===== src/rtl/hazard_intr_ctrl.sv =====
// Pipeline hazard and interrupt controller for a 5-stage core.
// Resolves load-use stalls, branch flushes and operand forwarding, and
// sequences interrupt entry: accept -> 3 drain cycles -> trap redirect.
module hazard_intr_ctrl (
  input  logic        CLK,
  input  logic        RESET,
  input  logic        INTR,
  input  logic        int_en,
  input  logic [4:0]  rs1_D,
  input  logic [4:0]  rs2_D,
  input  logic        d_valid,
  input  logic [31:0] PC_D,
  input  logic [4:0]  rs1_E,
  input  logic [4:0]  rs2_E,
  input  logic [4:0]  rd_E,
  input  logic        memRead2_E,
  input  logic        pcSource_E,
  input  logic [4:0]  rd_M,
  input  logic        regWrite_M,
  input  logic [4:0]  rd_W,
  input  logic        regWrite_W,
  output logic        pcWrite,
  output logic        fd_ld,
  output logic        fd_flush,
  output logic        de_flush,
  output logic [1:0]  pc_sel,
  output logic [1:0]  fwd_a_sel,
  output logic [1:0]  fwd_b_sel,
  output logic        intr_taken,
  output logic [31:0] mepc
);

  typedef enum logic [1:0] {S_RUN, S_DRAIN, S_TRAP} state_t;

  localparam logic [1:0] PC_PLUS4 = 2'b00;
  localparam logic [1:0] PC_BR    = 2'b01;
  localparam logic [1:0] PC_TVEC  = 2'b10;

  localparam logic [1:0] FWD_RF   = 2'b00;
  localparam logic [1:0] FWD_MEM  = 2'b01;
  localparam logic [1:0] FWD_WB   = 2'b10;

  // Last drain cycle is the one where the counter reads 2 (0,1,2).
  localparam logic [1:0] DRAIN_LAST = 2'd2;

  state_t     state_q, state_d;
  logic [1:0] drain_cnt;
  logic       intr_pending;
  logic       intr_req;
  logic       load_use;
  logic       accept;

  // Memory stage wins over Writeback since it holds the younger result.
  function automatic logic [1:0] fwd_sel(input logic [4:0] rs,
                                         input logic [4:0] rdm, input logic wem,
                                         input logic [4:0] rdw, input logic wew);
    if (wem && rdm != 5'd0 && rdm == rs)      return FWD_MEM;
    else if (wew && rdw != 5'd0 && rdw == rs) return FWD_WB;
    else                                      return FWD_RF;
  endfunction

  assign fwd_a_sel = fwd_sel(rs1_E, rd_M, regWrite_M, rd_W, regWrite_W);
  assign fwd_b_sel = fwd_sel(rs2_E, rd_M, regWrite_M, rd_W, regWrite_W);

  assign intr_req = intr_pending | (INTR & int_en);
  assign load_use = memRead2_E && (rd_E != 5'd0) &&
                    ((rd_E == rs1_D) || (rd_E == rs2_D));
  // Only take the interrupt on a real Decode instruction so mepc is meaningful,
  // and never under a redirect whose target PC is not yet in Decode.
  assign accept   = (state_q == S_RUN) && intr_req && !pcSource_E && d_valid;

  // Next-state and pipeline control; redirect > interrupt > load-use in RUN.
  always_comb begin
    state_d    = state_q;
    pcWrite    = 1'b1;
    fd_ld      = 1'b1;
    fd_flush   = 1'b0;
    de_flush   = 1'b0;
    pc_sel     = PC_PLUS4;
    intr_taken = 1'b0;
    case (state_q)
      S_RUN: begin
        if (pcSource_E) begin
          pc_sel   = PC_BR;
          fd_flush = 1'b1;
          de_flush = 1'b1;
        end else if (accept) begin
          pcWrite  = 1'b0;
          fd_flush = 1'b1;
          de_flush = 1'b1;
          state_d  = S_DRAIN;
        end else if (load_use) begin
          pcWrite  = 1'b0;
          fd_ld    = 1'b0;
          de_flush = 1'b1;
        end
      end
      S_DRAIN: begin
        pcWrite  = 1'b0;
        fd_flush = 1'b1;
        de_flush = 1'b1;
        if (drain_cnt == DRAIN_LAST) state_d = S_TRAP;
      end
      S_TRAP: begin
        pc_sel     = PC_TVEC;
        fd_flush   = 1'b1;
        de_flush   = 1'b1;
        intr_taken = 1'b1;
        state_d    = S_RUN;
      end
      default: state_d = S_RUN;
    endcase
    // Reset holds the pipeline flushed while the PC reloads.
    if (RESET) begin
      state_d    = S_RUN;
      pcWrite    = 1'b1;
      fd_ld      = 1'b1;
      fd_flush   = 1'b1;
      de_flush   = 1'b1;
      pc_sel     = PC_PLUS4;
      intr_taken = 1'b0;
    end
  end

  // State, drain counter, pending flag and return PC.
  always_ff @(posedge CLK) begin
    if (RESET) begin
      state_q      <= S_RUN;
      drain_cnt    <= 2'd0;
      intr_pending <= 1'b0;
      mepc         <= 32'd0;
    end else begin
      state_q <= state_d;
      if (accept)                  drain_cnt <= 2'd0;
      else if (state_q == S_DRAIN) drain_cnt <= drain_cnt + 2'd1;
      // Clearing on TRAP entry takes precedence; a still-high INTR re-arms in TRAP.
      if (state_q == S_DRAIN && state_d == S_TRAP) intr_pending <= 1'b0;
      else if (INTR && int_en)                     intr_pending <= 1'b1;
      if (accept) mepc <= PC_D;
    end
  end

endmodule


===== config.mk =====
export PLATFORM = sky130hd
export DESIGN_NAME = hazard_intr_ctrl
export DESIGN_NICKNAME = d
export VERILOG_FILES = /design/src/rtl/hazard_intr_ctrl.sv
export SDC_FILE = /design/constraint.sdc
export NUM_CORES = 1
export LEC_CHECK = 0
export BUFFER_PORTS_ARGS = -buffer_cell sky130_fd_sc_hd__buf_2
export CAP_MARGIN = 40
export CORE_ASPECT_RATIO = 0.7
export CORE_MARGIN = 1.5
export CORE_UTILIZATION = 42
export CTS_CLUSTER_DIAMETER = 200
export CTS_CLUSTER_SIZE = 12
export DETAILED_ROUTE_END_ITERATION = 8
export GPL_TIMING_DRIVEN = 0
export PLACE_DENSITY = 0.8
export SLEW_MARGIN = 25
export SYNTH_ARGS = -nofsm -noshare
export SYNTH_HDL_FRONTEND = slang
export SYNTH_SLANG_ARGS = --single-unit

===== constraint.sdc =====
create_clock -name CLK -period 2.2 [get_ports CLK]
set_input_delay 0.11 -clock CLK [delete_from_list [all_inputs] [get_ports CLK]]
set_output_delay 0.11 -clock CLK [all_outputs]
set_load 0.02 [all_outputs]

Yosys cells after proc, flatten, opt, wreduce, memory -nomap -nowiden. Index checks and enable logic that the tools add are counted.

Register bits: 37. Output and inout bits: 43. Word-level logic and storage cells: 71.

$add $sub $neg: 1. Equal/unequal tests: 10. Multiplexer cells: 32. Bitwise gates (word level): 2. Reductions and logical operators: 22.

Operator list (number): equality test 5 bit (6); 2-to-1 mux 1 bit (18); 2-to-1 mux 2 bit (9); nonzero test 5 bit (3); logical AND 1 bit (13); case mux 2 bit (2 select lines) (2); equality test 2 bit (second input constant) (3); case mux 1 bit (2 select lines) (3); OR reduction 2 bit (3); adder 2 x 1 -> 2 bit (second input constant) (1); equality test 2 x 1 -> 1 bit (second input constant) (1); logical NOT 2 bit (1); AND 1 bit (1); logical NOT 1 bit (1); logical OR 1 bit (1); OR 1 bit (1).

Longest topological paths before layout. Gate-level depths: netlist of the first run.

Word-level depth: 12. Mapped depth: 8. Gate-level depth less buffers: 7.

Worst setup path before layout of the first run. Ideal clock, no wire load.

Path type: register to output. Start: reg state_q[1]. End: out de_flush. Data arrival time: 1.792 ns. Path slack: 0.298 ns. Stages on the path, launching flop included: 9. Cells stage by stage: dfxtp_1 -> inv_1 -> ha_1 -> nor2b_1 -> and3b_1 -> buf_2 -> o21ai_0 -> a21oi_1 -> or3_1.

Longest elaborated chain between the ends: 8. Elaborated cells between the ends (all ways): 11.

RTL lines: start, declared (RTL line 46) `state_t state_q, state_d;`; start signal, assigned (RTL line 133) `state_q <= state_d;`; logical NOT 2 bit (RTL line 70, 81); logical AND 1 bit (3 in series) (RTL line 70) `assign accept = (state_q == S_RUN) && intr_req && !pcSource_E && d_valid;`; 2-to-1 mux 1 bit (RTL line 87) `end else if (accept) begin`; 2-to-1 mux 1 bit (RTL line 83) `if (pcSource_E) begin`; case mux 1 bit (2 select lines) * (RTL line 81) `case (state_q)`; 2-to-1 mux 1 bit * (RTL line 114) `if (RESET) begin`; end, declared (RTL line 25) `output logic de_flush,`.

Mark *: on every way between the ends. The rest lies on a longest branch, timed or not.

Worst setup path after layout of the first run.
Start: reg state_q[0]. End: out de_flush.

Same word-level chain as after synthesis.

==> results of run 1 <==
## metal layers
metal	vias to the layer above	share of wire	routed length, um
met5	-	0	0
met4	0	0.0073	36
met3	5	0.076	376
met2	70	0.44	2200
met1	890	0.47	2330
li1	1034	-	-
## through the flow
| stage | worst slack [ns] | cell area (um2) |
|---|---|---|
| floorplan | 0.298 | 1840 |
| global placement | 0.100 | 2490 |
| detailed placement | 0.0310 | 2490 |
| CTS | 0.00415 | 2640 |
| global route | -0.00241 | 2680 |
| finish | 0.0790 | 2680 |
## synth_stat cells (2+ instances only)
cell type / number
dfxtp_1: 37
nor4_1: 4
inv_1: 4
or4_1: 5
xnor2_1: 17
o21ai_0: 5
nor2b_1: 5
nor2_1: 4
ha_1: 6
nand2_1: 67
a21oi_1: 36
xor2_1: 14
nand3b_1: 2
clkbuf_1: 8
buf_2: 4
nand3_1: 5
## power breakdown
part	leakage [nW]	switching (W)	internal, W	total, W
logic	0.867	0.000167	0.000140	0.000307
registers	0.301	0.0000123	0.000693	0.000705
clock network	0.0681	0.000225	0.000450	0.000675
total	1.24	0.000404	0.00128	0.00169
## worst register-to-register path, cell delays in order (launching register included)
cell      delay [ns]
dfxtp_2         0.36
inv_2           0.07
ha_4            0.18
nor2b_1         0.16
nand3b_1        0.17
buf_4           0.16
clkbuf_1        0.37
nand2_1         0.10
a21oi_1         0.17
## area by class of cell
type / count / area (um2) / area share
Clock buffer: 5 / 68.8 / 0.0257
Tap cell: 52 / 65.1 / 0.0243
Timing Repair Buffer: 122 / 626 / 0.233
Clock inverter: 3 / 65.1 / 0.0243
Inverter: 4 / 15.0 / 0.00560
Sequential cell: 37 / 746 / 0.278
Buffer: 11 / 47.5 / 0.0177
Multi-Input combinational cell: 181 / 1050 / 0.391
## logic make-up after synthesis
logic type / synth area share
compound gates: 0.133
xor+xnor: 0.148
fa+ha+maj: 0.0408
buf+inv: 0.0353
flops: 0.402
simple gates: 0.241
## state kept, by name, indices dropped and copies added (netlist names)
name          cells
mepc             32
drain_cnt         2
state_q           2
intr_pending      1
## path summary, 6_finish.rpt
path                                end  slack, ns
setup / recovery               de_flush       0.08
hold / removal    mepc[13]$_SDFFE_PP0P_       0.06
setup reg to reg   mepc[6]$_SDFFE_PP0P_       0.38
hold reg to reg   mepc[28]$_SDFFE_PP0P_       0.45
## timing repair
item | in CTS | in global routing
cloned | 0 | 0
gates resized for setup | 8 | 3
setup endpoints to repair | 4 | 4
buffers inserted | 0 | 5
pin swaps | 0 | 2
hold buffers | 0 | 0
==> qor.yml, run 1 <==
timing:
  hold_viol: 0
  slew_violations: 0
  period_share: 0.964
  fmaxAchievable_ghz: 0.471
  tightest_slew_ns: 0.486
  finalClockSkew_ns: 0.00349
  max_slew_margin: 0.676
  holdWs_ns: 0.0621
  period_needed_ns: 2.12
  finalSetupTns_ns: 0
  setup_viol: 0
pwr:
  power_w: 0.00169
  leakagePower_nw: 1.24
  vdd_drop_max_v: 0.000504
  powerDensity_mw_per_mm2: 629
run:
  cap_violations: 0
cts:
  clockRootBuffer: "clkbuf_8"
  cts_buffer_depth: 2
  cts_tree: "done"
  cts.clk_slew.worst_paths_ns: 0.07
  h-tree-depth: 2
  clkLatencyLatePin_ns: 0.28
  cts_buffers: 5
  cts.sink_count: 37
global_route:
  globalRoute.busiestLayer: "met2"
  gr-usage-met1: 0.265
  antenna_found_initial: 0
  grt_pass1_wl_um: 7530
  grt_max_degree: 13
  grt_use_met2: 0.326
  grt_pass1_vias: 1748
  grt_use_met3: 0.0636
  grt_overflow: 0
  grt_use_total: 0.203
floorplanning:
  core_area_mm2: 0.00407
  start_util: 0.453
  ios: 119
  die_h_um: 58.4
  die_area_mm2: 0.00479
  rows: 19
  die_w_um: 82.1
worst_setup_path:
  cp-start-kind: "flip-flop"
  max_stage_delay_ns: 0.36
  cp_top_family: "simple AND/OR/NAND/NOR gates"
  cp_data_arrival_time_ns: 2.01
  cp_max_fo: 8
  endpoint_kind: "primary output"
  reg2regPathDepth: 8
  crit_chain: "inv_2, ha_4, nor2b_1, and3b_2, o21ai_1, a21oi_1, or3_1, buf_4"
  cp_num_buf_inv: 2
  crit_type: "flip-flop to primary output"
  crit_slowest_cell: "dfxtp_2"
  cp.required_ns: 2.09
  path_depth: 8
  worstReg2RegStart: "state_q[0]$_SDFF_PP0_"
  startpoint: "state_q[0]$_SDFF_PP0_"
place:
  place_congestion: 0.818
  dpl.hpwl_um: 3940
  dpl.cell_count: 403
  numPortBuffers: 117
final_layout:
  areaGrowthSynthToFinish_pct: 45.7
  stdcell_count: 415
  fin_nets: 444
  layout_common_cells: "buf_2 (118), nand2_1 (67), a21oi_1 (36)"
  n_antenna_cell: 0
  drive_above_1_share: 0.386
  nFillCells: 376
  final_core_util: 0.660
  final_common_cell: "buf_2"
detailed_routing:
  vias: 1999
  ant_nets: 0
  drt_wl_total_um: 4940
  drtIter0Drc: 52
  first_pass_iters: 4
  avgRoutedWirePerCell_um: 11.9
  via_per_inst: 4.82
  drc_errors: 0
yosys:
  async_flop_share: 0
  synth_top_area_frac: 0.402
  syn_inst: 234
  syn_area_mm2: 0.00184
  ys.flop_type: "dfxtp_1"
  synth-seq-cells: 37
  synth.net_count: 316
  yosysSeqAreaShare: 0.402
  synth.area.top_cells: "dfxtp_1 (40%), nand2_1 (14%), a21oi_1 (9.8%)"
  synth_area_leader_cell: "dfxtp_1"
  synth-edff-count: 0
  ys_types: 27
  avgSynthCellArea_um2: 7.87
  ys_warn_count: 0
run_status:
  outcome: "finished, final reports clean"
min_path:
  hold_start: "PC_D[13]"
  worstHoldPathCells: 3
  hp-class: "primary input to flip-flop"
No activity file was read; power rests on OpenSTA's default activity.
==> run 2, diff against run 1 <==
- CORE_UTILIZATION: 42 -> 43
- GPL_TIMING_DRIVEN: 0 -> 1
- PLACE_DENSITY: 0.8 -> 0.81
- clock period: 2.2 -> 2.7 ns (I/O delays scaled with it)
==> run 2 against run 1 <==
Against the previous run:
- combinational power shrank 22%
- routed wire length decreased by 2.3%
- sequential power down 18%
- register-to-register slack better by 0.42 ns
- worst hold slack better by 0.021 ns
- die area down 2.2%
- final cell count shrank 2.9%
- clock power fell by 46%
- non-clock buffer count down 12
- count of clock-buffer cells in the layout is 1 higher
- clock skew about the same
- core utilization down 2.5 points
- critical endpoint unchanged
- largest power group unchanged
==> qor.yml, run 2 (synthesis gave the netlist of run 1 again) <==
timing:
  tightest_slew_ns: 0.781
  setup_slack_ns: 0.361
  finalClockSkew_ns: 0.00362
  period_share: 0.866
  setup_viol: 0
  rsz0062_at_grt: "false"
  finalSetupTns_ns: 0
  holdWs_ns: 0.0828
  hold_viol: 0
  slew_violations: 0
  period_needed_ns: 2.34
  fmaxAchievable_ghz: 0.428
  max_slew_margin: 0.479
cts:
  ctsHoldBuffers: 0
  post-cts-setup-buffer-count: 0
  cts_tree: "done"
  cts.sink_count: 37
  clockRootBuffer: "clkbuf_8"
  cts.repair.resized: 0
  cts.clk_slew.worst_paths_ns: 0.07
  h-tree-depth: 2
  cts_buffers: 5
  clkLatencyLatePin_ns: 0.28
  cts_buffer_depth: 2
floorplanning:
  rows: 19
  core_area_mm2: 0.00402
  ios: 119
  die_h_um: 57.7
  die_area_mm2: 0.00469
  die_w_um: 81.2
  start_util: 0.458
pwr:
  p_sw_w: 0.000328
  vdd_drop_max_v: 0.000368
  leakagePower_nw: 1.18
  pwr-share-clk: 0.309
  seqPwrFrac: 0.488
  p_comb_frac: 0.203
  swShare: 0.278
  power.internal_w: 0.000852
  powerDensity_mw_per_mm2: 462
place:
  dpl.hpwl_um: 3720
  numPortBuffers: 118
  place_congestion: 0.894
  dp_slack_ns: 0.692
worst_setup_path:
  cp.required_ns: 2.57
  endpoint_kind: "primary output"
  startpoint: "state_q[1]$_SDFF_PP0_"
  cp_data_arrival_time_ns: 2.20
  crit_type: "flip-flop to primary output"
  cp-start-kind: "flip-flop"
  worstReg2RegStart: "state_q[0]$_SDFF_PP0_"
  cp_max_fo: 8
min_path:
  hold_start: "PC_D[12]"
  hp-class: "primary input to flip-flop"
final_layout:
  areaGrowthSynthToFinish_pct: 38.6
  drive_above_1_share: 0.368
  n_antenna_cell: 0
  largest_registers: "mepc x32, drain_cnt x2, state_q x2"
  final_core_util: 0.635
  fin_nets: 432
  final_common_cell: "buf_2"
  largest_reg_flops: 32
  top_register: "mepc"
  layout_common_cells: "buf_2 (118), nand2_1 (67), dfxtp_1 (37)"
detailed_routing:
  ant_nets: 0
  via_per_inst: 4.88
  drt_wl_total_um: 4830
  drc_errors: 0
  avgRoutedWirePerCell_um: 12.0
  first_pass_iters: 5
  drtIter0Drc: 73
  vias: 1968
global_route:
  grt_use_total: 0.215
  grt_overflow: 0
  grt_max_degree: 45
  grt_pass1_vias: 1803
  antenna_found_initial: 0
  grt_pass1_wl_um: 7890
run_status:
  outcome: "finished, final reports clean"
run:
  cap_violations: 0
run 2: layout make-up:
| class | count | area, um2 |
|---|---|---|
| Clock buffer | 6 | 72.6 |
| Clock inverter | 2 | 10.0 |
| Fill cell | 391 | 1470 |
| Inverter | 4 | 15.0 |
| Multi-Input combinational cell | 181 | 1030 |
| Sequential cell | 37 | 741 |
| Tap cell | 52 | 65.1 |
| Timing Repair Buffer | 121 | 613 |
run 2: worst paths after layout:
check                              end  slack (ns)  cells after the start
max reg2reg  intr_pending$_SDFFE_PP0P_        0.80                      8
min              mepc[12]$_SDFFE_PP0P_        0.08                      3
max                           de_flush        0.36                      8
min reg2reg       mepc[3]$_SDFFE_PP0P_        0.45                      2
run 2: metrics by stage:
step	power, W	cell area [um2]	cells
floorplan	0.000718	1840	234
global placement	0.000822	2470	395
detailed placement	0.000827	2470	395
CTS	0.00119	2550	403
global route	0.00125	2550	403
finish	0.00118	2550	403
run 2: worst max-delay path, cell delays in order (launching register included):
cell	delay (ns)
dfxtp_1	0.43
inv_1	0.09
ha_1	0.28
nor2b_1	0.19
and3b_1	0.17
o21ai_0	0.16
a21oi_1	0.10
or3_1	0.34
buf_2	0.16
run 2: power groups by stage:
stage | combinational, W | sequential, W | clock [W]
global placement | 0.000235 | 0.000587 | 0
finish | 0.000239 | 0.000576 | 0.000365
CTS | 0.000240 | 0.000575 | 0.000373
global route | 0.000265 | 0.000577 | 0.000405
floorplan | 0.000111 | 0.000607 | 0
detailed placement | 0.000239 | 0.000588 | 0
run 2: metal layers:
layer | routed length, um | vias to the layer above | global-route usage
li1 | - | 1010 | -
met1 | 2220 | 899 | 0.265
met2 | 2300 | 57 | 0.381
met4 | 18 | 0 | 0.0443
met5 | 0 | - | 0
met3 | 285 | 2 | 0.0551
